`src/rtl/uart_master_tx_if.sv`:
```
// UART transmit port bundle: send request and data in, serial line and frame-done pulse out.
interface uart_master_tx_if #(
    parameter int DATA_BITS = 8
);
    logic                 en_tx;
    logic [DATA_BITS-1:0] data;
    logic                 u_tx;
    logic                 u_tx_done;

    modport master (input en_tx, input data, output u_tx, output u_tx_done);
    modport slave  (output en_tx, output data, input u_tx, input u_tx_done);
endinterface

```
`src/rtl/uart_master_tx.sv`:
```
// UART transmitter: start, LSB-first data, optional even parity (UART_PARITY_EN), stop.
// Latency: u_tx falls on the edge sampling en_tx; done pulses (2+DATA_BITS[+1])*CLKS_PER_BIT cycles later.
// Backpressure: en_tx and data are ignored while a frame is in flight; held en_tx restarts after one idle cycle.
module uart_master_tx #(
    parameter int CLKS_PER_BIT = 16,
    parameter int DATA_BITS    = 8
) (
    input  logic             clk,
    input  logic             rst,
    uart_master_tx_if.master bus
);
    localparam int             BCW       = $clog2(DATA_BITS);
    localparam logic [15:0]    BAUD_LAST = 16'(CLKS_PER_BIT - 1);
    localparam logic [BCW-1:0] BIT_LAST  = BCW'(DATA_BITS - 1);

`ifdef UART_PARITY_EN
    typedef enum logic [2:0] {IDLE, START, DATA, PARITY, STOP} state_t;
`else
    typedef enum logic [1:0] {IDLE, START, DATA, STOP} state_t;
`endif

    state_t               state_q;
    logic [15:0]          baud_q;
    logic [BCW-1:0]       bit_q;
    logic [DATA_BITS-1:0] shift_q;
    logic                 tx_q;
    logic                 done_q;
    logic                 baud_end;
`ifdef UART_PARITY_EN
    logic                 par_q;
`endif

    assign baud_end = (baud_q == BAUD_LAST);

    always_ff @(posedge clk or posedge rst) begin
        if (rst) begin
            state_q <= IDLE;
            baud_q  <= '0;
            bit_q   <= '0;
            shift_q <= '0;
            tx_q    <= 1'b1;
            done_q  <= 1'b0;
`ifdef UART_PARITY_EN
            par_q   <= 1'b0;
`endif
        end else begin
            done_q <= 1'b0;
            baud_q <= baud_end ? '0 : baud_q + 1'b1;
            case (state_q)
                IDLE: begin
                    baud_q <= '0;
                    if (bus.en_tx) begin
                        shift_q <= bus.data;
                        tx_q    <= 1'b0;
                        state_q <= START;
`ifdef UART_PARITY_EN
                        par_q   <= ^bus.data;
`endif
                    end
                end
                START: begin
                    if (baud_end) begin
                        state_q <= DATA;
                        tx_q    <= shift_q[0];
                        bit_q   <= '0;
                    end
                end
                DATA: begin
                    if (baud_end) begin
                        if (bit_q == BIT_LAST) begin
`ifdef UART_PARITY_EN
                            state_q <= PARITY;
                            tx_q    <= par_q;
`else
                            state_q <= STOP;
                            tx_q    <= 1'b1;
`endif
                        end else begin
                            // Present the next bit while discarding the one just sent.
                            shift_q <= shift_q >> 1;
                            tx_q    <= shift_q[1];
                            bit_q   <= bit_q + 1'b1;
                        end
                    end
                end
`ifdef UART_PARITY_EN
                PARITY: begin
                    if (baud_end) begin
                        state_q <= STOP;
                        tx_q    <= 1'b1;
                    end
                end
`endif
                STOP: begin
                    if (baud_end) begin
                        state_q <= IDLE;
                        done_q  <= 1'b1;
                    end
                end
                default: begin
                    state_q <= IDLE;
                    tx_q    <= 1'b1;
                end
            endcase
        end
    end

    assign bus.u_tx      = tx_q;
    assign bus.u_tx_done = done_q;
endmodule

```
`src/flat_wrapper.sv`:
```
// flat-port wrapper written by rule: the top's interface ports become plain ports
module uart_master_tx_flat 
#(
    parameter int CLKS_PER_BIT = 16,
    parameter int DATA_BITS    = 8
)
  (clk, rst, bus_en_tx, bus_data, bus_u_tx, bus_u_tx_done);
  uart_master_tx_if #(.DATA_BITS(DATA_BITS)) bus_i ();
  input  logic clk;
  input  logic rst;
  input wire logic [$bits(bus_i.en_tx)-1:0] bus_en_tx;
  input wire logic [$bits(bus_i.data)-1:0] bus_data;
  output wire logic [$bits(bus_i.u_tx)-1:0] bus_u_tx;
  output wire logic [$bits(bus_i.u_tx_done)-1:0] bus_u_tx_done;
  assign bus_i.en_tx = bus_en_tx;
  assign bus_i.data = bus_data;
  assign bus_u_tx = bus_i.u_tx;
  assign bus_u_tx_done = bus_i.u_tx_done;
  uart_master_tx #(.CLKS_PER_BIT(CLKS_PER_BIT), .DATA_BITS(DATA_BITS)) u_core (.clk(clk), .rst(rst), .bus(bus_i));
endmodule
```
`config.mk`:
```
export PLATFORM = sky130hd
export DESIGN_NAME = uart_master_tx_flat
export DESIGN_NICKNAME = d
export VERILOG_FILES = /design/src/rtl/uart_master_tx_if.sv /design/src/rtl/uart_master_tx.sv /design/src/flat_wrapper.sv
export SDC_FILE = /design/constraint.sdc
export NUM_CORES = 1
export LEC_CHECK = 0
export BUFFER_PORTS_ARGS = -buffer_cell sky130_fd_sc_hd__buf_2
export CORE_MARGIN = 1
export CORE_UTILIZATION = 30
export DETAILED_ROUTE_END_ITERATION = 10
export PLACE_DENSITY = 0.52
export SETUP_SLACK_MARGIN = 0.2
export SYNTH_ARGS = -nofsm -noshare
export SYNTH_HDL_FRONTEND = slang
export SYNTH_SLANG_ARGS = --single-unit
```
`constraint.sdc`:
```
create_clock -name clk -period 2 [get_ports clk]
set_input_delay 0.1 -clock clk [delete_from_list [all_inputs] [get_ports clk]]
set_output_delay 0.1 -clock clk [all_outputs]
set_load 0.02 [all_outputs]
```
==> out/qor.csv, run 1 <==
metric,value,unit
CTS max path bufs,2,
Slew headroom,0.599,
count of final max-slew check failures,0,
P_leak,1.02,nW
f_max,510,MHz
Power Density,534,mW/mm^2
worst hold slack,0.167,ns
CP Max Fanout,12,
sequential fraction of the synthesis area,0.444,
CP endpoint kind,flip-flop,
die span in y,78.4,um
fillcell total,549,
worst vdd ir,0.255,mV
Routed Antenna Nets,0,
dpl hpwl,2670,um
Mapped Area,0.00175,sq mm
total track usage,0.134,
gr busiest metal,met2,
Syn Area/Cell,9.67,sq um
Yosys warnings,0,
fin util,0.403,
Via density,4.61,
Final setup violation count,0,
CP required,2.17,ns
Critical Path AT,2.13,ns
Final Cycle Share,0.981,
area of the core,0.00557,sq mm
clk slew on worst S/H paths,0.07,ns
Period minus WS final,1.96,ns
drt first pass iters,4,
critical path class,reg2reg,
Routed WL,3580,um
number of global-route vias before repair,1369,
Max-Cap Viols,0,
DR WL/cell,12.2,um
met2 usage,0.218,
global-route wire length before repair,6310,um
input/output buffers,12,
R2R cell count,5,
Residual DRC,0,
Root Driver,clkbuf_8,
clk_skew,0.00496,ns
Hold Fails Final Rpt,0,
Die ar.,0.00614,sq mm
CTS Buf Count,5,
status,finished clean,
met1 GRT Util,0.168,
Sequential cell area,777,sq um
width of the die,78.4,um
Hold Path Class,in2reg,
GR Util met3,0.0326,
largest net degree at the start of global routing,16,
GPL Wtd Cong,0.759,
initial antenna violation count,0,
Ports,13,
fraction of layout cells with a size suffix above 1,0.305,
1st-iter DRT viols,53,
synth-to-layout area growth,28.3,%
starting density of the core,0.314,
CTS sink cnt,31,
net count after synthesis,201,
Worst-Skew Late Latency,0.28,ns
TritonCTS clock tree,built,
H-tree lvl count,2,
multi-input logic area,971,sq um
Hold Path Depth,4,
Seq cells post-synth,31,
actual slew at the worst max-slew pin,0.601,ns
total number of vias,1346,
RSZ-0062 raised after global routing,yes,
startpoint types,flip-flop,
synthesized instance count,181,
count of cell types in the netlist,33,
Nets,239,
GR Overflow Total,0,
row count,27,
n_diodes,0,
## worst max-delay path, cell delays in order, from the launching register on
cell and delay [ns]:
dfrtp_1 0.38, or4_4 0.57, or4_4 0.61, nand2b_4 0.12
buf_12 0.13, nor2_1 0.05
## stage by stage
stage | setup slack (ns) | total power (W) | area, sq um | TNS [ns] | instances
global route | -0.0258 | 0.00125 | 2250 | -0.249 | 292
global placement | 0.00743 | 0.000666 | 2050 | 0 | 281
finish | 0.0385 | 0.00120 | 2250 | 0 | 292
CTS | 0.0235 | 0.00122 | 2230 | 0 | 292
detailed placement | -0.00284 | 0.000666 | 2050 | -0.00565 | 281
floorplan | 0.00241 | 0.000648 | 1760 | 0 | 181
## flip-flops by register name (all words and copies together), names as in the netlist
name	flops
u_core.shift_q	8
u_core.bit_q	3
u_core.baud_q	16
u_core.bus.u_tx	1
u_core.bus.u_tx_done	1
u_core.state_q	2
## worst paths after layout
check                                 startpoint                end  slack, ns
worst max-delay path            u_core.baud_q[7]  u_core.baud_q[14]       0.04
worst min-delay path                 bus_data[4]  u_core.shift_q[4]       0.17
worst max register to register  u_core.baud_q[7]  u_core.baud_q[14]       0.04
worst min register to register  u_core.baud_q[0]   u_core.baud_q[0]       0.49
max in group asynchronous                    rst  u_core.shift_q[0]       1.00
min in group asynchronous                    rst    u_core.bit_q[0]       0.43
## cell usage after synthesis (all sizes together)
master | number | area share
nand2b | 1 | 0.0036
and2 | 2 | 0.0071
nand4b | 1 | 0.0050
or4 | 4 | 0.026
nand3 | 12 | 0.034
buf | 3 | 0.014
and3b | 1 | 0.0050
mux2 | 1 | 0.0064
nand4 | 3 | 0.011
mux2i | 1 | 0.0057
a21oi | 8 | 0.023
nand3b | 2 | 0.0086
xnor2 | 13 | 0.065
nand2 | 6 | 0.013
and4 | 1 | 0.0050
dfrtp | 30 | 0.43
nor4 | 6 | 0.039
a221o | 7 | 0.040
nor2b | 10 | 0.036
a21o | 1 | 0.0043
inv | 8 | 0.017
xor2 | 1 | 0.0050
ha | 9 | 0.064
nor2 | 31 | 0.066
clkbuf | 4 | 0.0086
o21ai | 8 | 0.025
a22o | 1 | 0.0050
nor3 | 5 | 0.014
dfstp | 1 | 0.015
## kinds of logic (layout without fill, tap and decap cells)
kind of cell | after synthesis | in the layout | synth area share
and+or+nand+nor | 85 | 85 | 0.273
xor gates and xnor gates | 14 | 14 | 0.0701
muxes | 2 | 2 | 0.0122
adders and majority gates | 9 | 9 | 0.0643
buffers and inverters | 15 | 54 | 0.0393
DFF | 31 | 31 | 0.444
AOI/OAI and AO/OA | 25 | 25 | 0.0972
## layer usage
layer / vias to the layer above / routed length, um / part of all wire
met5: - / 0 / 0
met4: 0 / 51 / 0.014
met2: 16 / 1680 / 0.47
met3: 6 / 110 / 0.031
met1: 620 / 1730 / 0.48
li1: 704 / - / -
## timing repair
action,4_1_cts,5_1_grt
hold buffers,1,0
gates resized for setup,17,5
endpoints found under the setup margin,28,30
hold endpoints to repair,12,0
buffers inserted,2,0
pin swaps,12,4
## layout by cell type (no fill, tap or decap), drive strengths merged, types with 7 or more instances in the layout
master / Yosys / routed
a21oi: 8 / 8
inv: 8 / 8
clkbuf: 4 / 8
buf: 3 / 37
nand3: 12 / 12
ha: 9 / 9
nor2b: 10 / 10
dfrtp: 30 / 30
o21ai: 8 / 8
nor2: 31 / 31
a221o: 7 / 7
xnor2: 13 / 13
## power breakdown
| part | total (W) | leakage (nW) | internal [W] | switching, W |
|---|---|---|---|---|
| Sequential | 0.000627 | 0.415 | 0.000627 | 0 |
| Clock | 0.000544 | 0.0515 | 0.000314 | 0.000230 |
| Combinational | 0.0000274 | 0.558 | 0.0000108 | 0.0000166 |
## cell type report
type,count,area share
clock buffer,8,0.0446
multi-input combinational,135,0.432
inverter,8,0.0134
sequential,31,0.346
timing repair buffer,38,0.124
tap,72,0.0401
Power figures use the tool's default switching activity.
==> run 2, diff against run 1 <==
- ABC_AREA: default -> 1
==> run 2 against run 1 <==
Hold slack got worse by 0.022 ns. Largest cell class unchanged. Cell area down 8.2%. Non-clock buffer count down 22. Critical endpoint is now u_core.shift_q[2]. Area after synthesis increased by 3.3%. Critical path type unchanged. Via count increased by 11%. Largest power group is now combinational cells. Core utilization down 3.8 points. Final cell count rose by 14%. First-iteration DRC count is 43% higher.
==> out/qor.csv, run 2 <==
metric,value,unit,change
status,finished clean,,
CP required,2.17,ns,about the same
number of global-route vias before repair,1445,,+5.6%
synthesized instance count,239,,+32%
post-synth top area share,0.415,,-0.0137
Hold Fails Final Rpt,0,,unchanged
number of synthesized flops with an enable pin,0,,unchanged
Final Cycle Share,0.794,,-0.187
pre-CTS WS,0.329,ns,+0.332 ns
GR Overflow Total,0,,unchanged
leading area contributor after synthesis,dfrtp_1,,
Slew headroom,0.724,,+0.125
"Most flops, register",u_core.baud_q,,
hold wc startpoint,bus_data[6],,
Via density,4.48,,-2.7%
Ports,13,,unchanged
setup ws final,0.413,ns,+0.374 ns
drt first pass iters,4,,unchanged
most frequent cells after synthesis,"nand2_1, nor2_1, dfrtp_1",,
"commonest non-fill, non-tap cell in the layout",nand2_1,,
most frequent cells in the layout,"nand2_1, nor2_1, dfrtp_1",,
DP Cell Count,323,,+15%
Worst-Skew Late Latency,0.28,ns,about the same
count of cell types in the netlist,27,,-18%
most frequent CP cell,nand2_1,,
CP endpoint kind,flip-flop,,
n_diodes,0,,unchanged
Max-Cap Viols,0,,unchanged
Routed WL,3590,um,+0.31%
Pint,0.00132,W,+39%
1st-iter DRT viols,76,,+43%
R2R cell count,9,,+4
hold path endpoint,u_core.shift_q[6],,
CTS max path bufs,2,,unchanged
Sequential cell area,777,sq um,unchanged
sw frac,0.413,,+0.208
Seq cells post-synth,31,,unchanged
global-route wire length before repair,6560,um,+4.0%
final cell count without fillers,332,,+14%
input/output buffers,12,,unchanged
Comb pwr share,0.401,,+0.378
top flop regs,"u_core.baud_q (16), u_core.shift_q (8), u_core.bit_q (3)",,
reg-to-reg endpoint,u_core.shift_q[2],,
total track usage,0.135,,+0.00186
clk_skew,0.00725,ns,+0.00229 ns
largest net degree at the start of global routing,32,,+16
CTS Buf Count,5,,unchanged
actual slew at the worst max-slew pin,0.414,ns,-0.187 ns
Reg2Reg Setup Slack,0.41,ns,+0.37 ns
width of the die,79.6,um,+1.6%
Residual DRC,0,,unchanged
initial antenna violation count,0,,unchanged
Post-synth top flop,dfrtp_1,,
asr flop ratio synth,1.00,,unchanged
Period minus WS final,1.59,ns,-0.374 ns
DR WL/cell,10.8,um,-12%
Yosys warnings,0,,unchanged
fillcell total,602,,+9.7%
H-tree lvl count,2,,unchanged
Critical Path AT,1.76,ns,-0.37 ns
CTS sink cnt,31,,unchanged
worst path cell trace,inv_1 -> ha_1 -> inv_2 -> nor2_2 -> inv_1 -> nand2_1 -> nand3_4 -> nand2_1 -> nand2_1,,
Hold Path Class,in2reg,,
multi-input logic area,937,sq um,-3.5%
net switching power,0.000928,W,+280%
net count after synthesis,259,,+29%
Die ar.,0.00634,sq mm,+3.2%
total number of vias,1489,,+11%
GPL Wtd Cong,0.764,,+0.63%
Syn Area/Cell,7.56,sq um,-22%
Total Power,0.00225,W,+88%
"Max stage delay cell, worst path",dfrtp_1,,
fraction of layout cells with a size suffix above 1,0.154,,-0.151
worst vdd ir,0.360,mV,+41%
dpl hpwl,2630,um,-1.5%
area of the core,0.00564,sq mm,+1.2%
Area contributors post-synth,"dfrtp_1, nand2_1, nor2_1",,
clock group share of total power,0.211,,-0.243
row count,27,,unchanged
critical path class,reg2reg,,
RR Startpoint,u_core.state_q[0],,
Nets,279,,+17%
P_leak,1.07,nW,+4.7%
sequential fraction of the synthesis area,0.430,,-0.0141
Final setup violation count,0,,unchanged
clk slew on worst S/H paths,0.07,ns,about the same
Mapped Area,0.00181,sq mm,+3.3%
Flop pwr share,0.388,,-0.135
starting density of the core,0.320,,+0.00644
RSZ-0062 raised after global routing,no,,
Largest register FFs,16,,unchanged
most frequent cell after synthesis,nand2_1,,
f_max,630,MHz,+24%
count of final max-slew check failures,0,,unchanged
synth-to-layout area growth,14.0,%,
setup TNS,0,ns,unchanged
Power Density,1090,mW/mm^2,+100%
CP peak stage delay,0.43,ns,-0.18 ns
die span in y,79.6,um,+1.6%
Hold Path Depth,5,,+1
startpoint types,flip-flop,,
Root Driver,clkbuf_8,,
Routed Antenna Nets,0,,unchanged
CP Max Fanout,9,,-3
TritonCTS clock tree,built,,
==> run 2: worst max path at each step <==
stage,endpoint,slack [ns],cells past startpoint,from
finish,u_core.shift_q[2],0.41,9,u_core.state_q[0]
global route,u_core.state_q[0],0.22,8,u_core.state_q[0]
CTS,u_core.shift_q[5],0.31,9,u_core.state_q[0]
detailed placement,u_core.shift_q[5],0.33,9,u_core.state_q[0]
global placement,u_core.shift_q[7],0.36,9,u_core.state_q[0]
floorplan,u_core.shift_q[0],0.50,9,u_core.state_q[0]
==> run 2: kinds of logic (layout without fill, tap and decap cells) <==
logic type	count (synthesis)	in the layout	share of synthesized area
flops	31	31	0.430
fa+ha+maj	9	9	0.0623
compound gates	6	6	0.0173
xor+xnor	4	4	0.0194
simple gates	164	164	0.418
buf+inv	25	46	0.0533
==> run 2: stage by stage <==
step,utilization,hold slack [ns],area (sq um)
2_1_floorplan,-,0.203,1810
3_3_place_gp,0.349,0.216,1970
3_5_place_dp,0.349,0.217,1970
4_1_cts,0.365,0.139,2060
5_1_grt,0.365,0.161,2060
6_report,0.365,0.145,2060
==> run 2: timing repair <==
action	CTS	global route
gates resized for setup	0	2
hold endpoints to repair	30	0
buffers inserted	0	0
hold buffers	1	0
endpoints found under the setup margin	0	9
==> run 2: metal layers <==
| metal | vias up | wire length [um] | track usage |
|---|---|---|---|
| li1 | 791 | - | - |
| met1 | 667 | 1910 | 0.181 |
| met2 | 26 | 1520 | 0.208 |
| met3 | 5 | 109 | 0.0423 |
| met4 | 0 | 40 | 0.0418 |
| met5 | - | 0 | 0 |
==> run 2: cell type report <==
type	count	share of cell area
timing repair buffer	16	0.0449
multi-input combinational	183	0.455
sequential	31	0.377
inverter	22	0.0401
clock buffer	7	0.0370
clock inverter	1	0.00243
tap	72	0.0437
==> run 2: power by group through the flow <==
stage | logic, W | registers (W) | clock network, W
finish | 0.000900 | 0.000872 | 0.000475
global placement | 0.000898 | 0.000886 | 0
detailed placement | 0.000901 | 0.000883 | 0
CTS | 0.000909 | 0.000873 | 0.000489
floorplan | 0.000697 | 0.000866 | 0
global route | 0.00106 | 0.000895 | 0.000528
==> run 2: worst max-delay path, delay by kind of cell (launching register included) <==
family / cells / cell delay (ns)
adder cells (fa/ha/maj): 1 / 0.20
AND/OR/NAND/NOR: 5 / 0.54
buffers and inverters: 3 / 0.32
flip-flops: 1 / 0.43
